===== src/rtl/ra_stack_if.sv =====
// Call/return strobe bundle between the decoder/PC side (master) and the return-address stack (slave).
interface ra_stack_if #(
   parameter int DEPTH = 8,
   parameter int AW    = 16
);
   logic                         push_in;
   logic                         pop_in;
   logic [AW-1:0]                pc_r_in;
   logic                         clr_err_in;
   logic [AW-1:0]                ra_out;
   logic                         empty_out;
   logic                         full_out;
   logic [$clog2(DEPTH+1)-1:0]   count_out;
   logic                         overflow_out;
   logic                         underflow_out;

   modport master (
      output push_in, pop_in, pc_r_in, clr_err_in,
      input  ra_out, empty_out, full_out, count_out, overflow_out, underflow_out
   );

   modport slave (
      input  push_in, pop_in, pc_r_in, clr_err_in,
      output ra_out, empty_out, full_out, count_out, overflow_out, underflow_out
   );
endinterface


===== src/rtl/ra_stack.sv =====
// Hardware return-address stack for the fetch stage; pushes pc_r+1 on call, pops on return.
// Define RA_STACK_WRAP_EN for a circular stack that overwrites the oldest entry when full.
module ra_stack #(
   parameter int DEPTH = 8,
   parameter int AW    = 16
) (
   input  logic       clk,
   input  logic       rst,
   ra_stack_if.slave  bus
);

   localparam int SPW = $clog2(DEPTH);
   localparam int CW  = $clog2(DEPTH + 1);

   logic [AW-1:0]  mem [DEPTH];
   logic [SPW-1:0] sp, sp_nxt;
   logic [CW-1:0]  count, count_nxt;
   logic [SPW-1:0] top_idx, wr_idx;
   logic [AW-1:0]  push_val;
   logic           wr_en, is_empty, is_full;
   logic           unf_set, underflow;

   assign push_val = bus.pc_r_in + AW'(1);
   assign top_idx  = sp - SPW'(1);
   assign is_empty = (count == '0);
   assign is_full  = (count == CW'(DEPTH));

   always_comb begin
      sp_nxt    = sp;
      count_nxt = count;
      wr_en     = 1'b0;
      wr_idx    = sp;
      unf_set   = 1'b0;
      if (bus.push_in && bus.pop_in && !is_empty) begin
         // Tail call: replace the top entry in place.
         wr_en  = 1'b1;
         wr_idx = top_idx;
      end else if (bus.push_in) begin
         if (!is_full) begin
            wr_en     = 1'b1;
            sp_nxt    = sp + SPW'(1);
            count_nxt = count + CW'(1);
         end else begin
`ifdef RA_STACK_WRAP_EN
            wr_en  = 1'b1;
            sp_nxt = sp + SPW'(1);
`endif
         end
      end else if (bus.pop_in) begin
         if (!is_empty) begin
            sp_nxt    = top_idx;
            count_nxt = count - CW'(1);
         end else begin
            unf_set = 1'b1;
         end
      end
   end

   always_ff @(posedge clk or posedge rst) begin
      if (rst) begin
         sp        <= '0;
         count     <= '0;
         underflow <= 1'b0;
      end else begin
         sp        <= sp_nxt;
         count     <= count_nxt;
         underflow <= unf_set | (underflow & ~bus.clr_err_in);
      end
   end

   // Entry contents need no reset; ra_out is masked while the stack is empty.
   always_ff @(posedge clk) begin
      if (wr_en) begin
         mem[wr_idx] <= push_val;
      end
   end

`ifdef RA_STACK_WRAP_EN
   assign bus.overflow_out = 1'b0;
`else
   logic ovf_set, overflow;

   assign ovf_set = bus.push_in && !bus.pop_in && is_full;

   always_ff @(posedge clk or posedge rst) begin
      if (rst) begin
         overflow <= 1'b0;
      end else begin
         overflow <= ovf_set | (overflow & ~bus.clr_err_in);
      end
   end

   assign bus.overflow_out = overflow;
`endif

   assign bus.ra_out        = is_empty ? '0 : mem[top_idx];
   assign bus.empty_out     = is_empty;
   assign bus.full_out      = is_full;
   assign bus.count_out     = count;
   assign bus.underflow_out = underflow;

endmodule


===== src/flat_wrapper.sv =====
// flat-port wrapper written by rule: the top's interface ports become plain ports
module ra_stack_flat 
#(
   parameter int DEPTH = 8,
   parameter int AW    = 16
)
  (clk, rst, bus_push_in, bus_pop_in, bus_pc_r_in, bus_clr_err_in, bus_ra_out, bus_empty_out, bus_full_out, bus_count_out, bus_overflow_out, bus_underflow_out);
  ra_stack_if #(.DEPTH(DEPTH), .AW(AW)) bus_i ();
  input  logic clk;
  input  logic rst;
  input wire logic [$bits(bus_i.push_in)-1:0] bus_push_in;
  input wire logic [$bits(bus_i.pop_in)-1:0] bus_pop_in;
  input wire logic [$bits(bus_i.pc_r_in)-1:0] bus_pc_r_in;
  input wire logic [$bits(bus_i.clr_err_in)-1:0] bus_clr_err_in;
  output wire logic [$bits(bus_i.ra_out)-1:0] bus_ra_out;
  output wire logic [$bits(bus_i.empty_out)-1:0] bus_empty_out;
  output wire logic [$bits(bus_i.full_out)-1:0] bus_full_out;
  output wire logic [$bits(bus_i.count_out)-1:0] bus_count_out;
  output wire logic [$bits(bus_i.overflow_out)-1:0] bus_overflow_out;
  output wire logic [$bits(bus_i.underflow_out)-1:0] bus_underflow_out;
  assign bus_i.push_in = bus_push_in;
  assign bus_i.pop_in = bus_pop_in;
  assign bus_i.pc_r_in = bus_pc_r_in;
  assign bus_i.clr_err_in = bus_clr_err_in;
  assign bus_ra_out = bus_i.ra_out;
  assign bus_empty_out = bus_i.empty_out;
  assign bus_full_out = bus_i.full_out;
  assign bus_count_out = bus_i.count_out;
  assign bus_overflow_out = bus_i.overflow_out;
  assign bus_underflow_out = bus_i.underflow_out;
  ra_stack #(.DEPTH(DEPTH), .AW(AW)) u_core (.clk(clk), .rst(rst), .bus(bus_i));
endmodule

===== config.mk =====
export PLATFORM = sky130hd
export DESIGN_NAME = ra_stack_flat
export DESIGN_NICKNAME = d
export VERILOG_FILES = /design/src/rtl/ra_stack_if.sv /design/src/rtl/ra_stack.sv /design/src/flat_wrapper.sv
export SDC_FILE = /design/constraint.sdc
export NUM_CORES = 1
export LEC_CHECK = 0
export ABC_AREA = 1
export CORE_ASPECT_RATIO = 1.2
export CORE_MARGIN = 5
export CORE_UTILIZATION = 59
export CTS_CLUSTER_SIZE = 12
export DETAILED_ROUTE_END_ITERATION = 16
export GPL_TIMING_DRIVEN = 0
export HOLD_SLACK_MARGIN = 0.15
export PLACE_DENSITY = 0.8
export RECOVER_POWER = 100
export SYNTH_ARGS = -nofsm -noshare
export SYNTH_HDL_FRONTEND = slang
export SYNTH_SLANG_ARGS = --single-unit

===== constraint.sdc =====
create_clock -name clk -period 3.65 [get_ports clk]
set_clock_uncertainty 0.05 [all_clocks]
set_input_delay 0.5475 -clock clk [delete_from_list [all_inputs] [get_ports clk]]
set_output_delay 0.5475 -clock clk [all_outputs]
set_load 0.05 [all_outputs]

==> metrics.csv <==
metric,value,unit
status,"complete, no violations",
fin_crit_sh,0.974,
ant_nets,0,
gp_congestion,0.853,
worstReg2RegStart,u_core.sp[0],
critPathKind,flop to output pin,
post_cts_buffers,0,
yosys_warnings,0,
finalSetupTns,0,ps
setup_viol,0,
synthTopCellsByArea,"edfxtp_1 (59%), nand2_1 (17%), nand3_1 (4.3%), dfrtp_1 (3.5%), nor2_1 (3.0%)",
grt.total_usage,0.231,
vias,4977,
final_nets,767,
portBuffers,43,
drc,0,
rsz0062_at_grt,false,
ys_top_cells_by_count,"nand2_1 (293), edfxtp_1 (128), nand3_1 (55)",
die_area,0.0132,mm²
grt_max_degree,17,
root_buffer,clkbuf_16,
worstSetupStartpointType,flop,
slew_headroom,0.333,
critical_path.slowest_cell,dfrtp_1,
ioPinCount,45,
yosysUniqueCellTypes,27,
die_h,125,µm
finalWirelength,14700,µm
use_met2,0.398,
clock-sinks,137,
r2r_end,u_core.mem[5][14],
synthFlopType,edfxtp_1,
regToRegSetupSlack,430,ps
top_usage_layer,met2,
cp_data_required_time,3050,ps
wire_per_inst,16.7,µm
h-tree-depth,4,
crit_fanout,10,
crit_chain,"buf_4, inv_2, buf_6, buf_6, ha_1, buf_2, clkinv_1, buf_2, nand2_1, nand3_1, nand2_1, nor2_1, buf_2",
yosys.cell_count.top_type,nand2_1,
tightest_slew,1000,ps
grt_pass1_wl,23600,µm
cts.clk_slew.worst_paths,60,ps
start_util,0.609,
cts_buffers,17,
cts_tree,yes,
path_common_cell,buf_2,
drt_pass1_iterations,6,
viasPerCell,5.64,
ff2ff_path_depth,12,
synth-seq-cells,137,
num_antenna_cells,0,
rows,41,
grt_use_met3,0.0565,
hpwl,9740,µm
hold_class,primary input to flop,
drtIter0Drc,448,
gr-total-overflow,0,
yosysTopAreaCell,edfxtp_1,
core-area,0.0106,mm²
drive_above_1_share,0.112,
drv_slew,0,
antenna_found_initial,0,
synth_edf_count,128,
drv_cap,0,
fmax,281,MHz
yosysSeqAreaShare,0.629,
hold_viol,0,
gr-usage-met1,0.276,
areaGrowthSynthToFinish,16.7,%
end_kind,output pin,
min_period,3560,ps
die_w,106,µm
cp-startpoint,u_core.sp[0],
clk_path_buf_depth,2,
grt_pass1_vias,4875,
endpoint,bus_ra_out[5],
syn-cell-area,0.00646,mm²
clk_latency,410,ps
cp.arrival,2960,ps
async_flop_share,0.0657,
netlist.area_leader.share,0.595,
syn_nets,704,
synth.avg_cell_area,9.55,µm²
critPathMaxStageDelay,400,ps
synth_cells,677,
[cells in the final DEF (no fill, tap or decap), types with 12 or more instances in the layout]
master           count
buf_2               16
nand2_1            297
a21oi_1             16
clkbuf_16           17
inv_1               50
clkdlybuf4s50_1     17
clkbuf_2            12
nor2_1              45
nand3_1             55
edfxtp_1           128
[kinds of logic (layout without fill, tap and decap cells)]
family	count (synthesis)	after routing	share of synthesized area
AND/OR/NAND/NOR	421	421	0.266
flip-flops	137	137	0.629
buffers and inverters	82	158	0.0612
AO/OA/AOI/OAI	19	19	0.0147
XOR/XNOR	12	12	0.0163
adder cells (fa/ha/maj)	6	6	0.0128
[layout make-up]
cell class | instances | area, µm²
Sequential cell | 137 | 4070
Buffer | 28 | 188
Clock inverter | 14 | 131
Clock buffer | 18 | 429
Multi-Input combinational cell | 458 | 1990
Timing Repair Buffer | 44 | 370
Tap cell | 129 | 161
Fill cell | 701 | 3080
Inverter | 54 | 203
[how the worst min path moves through the flow]
stage | from | depth (start not counted) | end | slack [ps]
floorplan | rst | 1 | u_core.bus.count_out[0] | 330
global placement | u_core.bus.overflow_out | 2 | u_core.bus.overflow_out | 460
detailed placement | u_core.bus.underflow_out | 2 | u_core.bus.underflow_out | 480
CTS | rst | 2 | u_core.sp[2] | 350
global route | bus_push_in | 3 | u_core.bus.overflow_out | 410
finish | bus_push_in | 3 | u_core.bus.overflow_out | 410
[what timing repair did]
| action | in CTS | in global routing |
|---|---|---|
| setup endpoints to repair | 16 | 16 |
| resized for setup | 37 | 34 |
| hold buffers | 0 | 0 |
| endpoints found under the hold margin | 0 | 0 |
[through the flow]
step / instance area, µm² / instances / setup WS, ps / utilization / hold slack [ps]
floorplan: 6460 / 677 / 767 / - / 325
finish: 7540 / 882 / 94.8 / 0.710 / 408
CTS: 7640 / 882 / 12.5 / 0.720 / 354
global placement: 7060 / 849 / 119 / 0.665 / 464
detailed placement: 7070 / 850 / 91.0 / 0.666 / 475
global route: 7540 / 882 / 18.0 / 0.710 / 415
[per-layer routing]
layer | routed length (µm) | vias to the layer above
met5 | 0 | -
met4 | 390 | 0
met3 | 1180 | 44
met2 | 7460 | 263
met1 | 5680 | 2339
li1 | - | 2331
[worst max-delay path: cells and delay by family, from the launching register on]
family                   cells  cell delay [ps]
buffers and inverters        8             1460
AND/OR/NAND/NOR              4              420
flip-flops                   1              400
adder cells (fa/ha/maj)      1              250
[state kept, by name (all words and copies together) (netlist names)]
| register | count |
|---|---|
| u_core.bus.underflow_out | 1 |
| u_core.bus.count_out | 4 |
| u_core.sp | 3 |
| u_core.mem | 128 |
| u_core.bus.overflow_out | 1 |
Power is left out: the tool's default activity adds up to more than one toggle a clock period on the data nets, which glitch-free logic cannot reach.
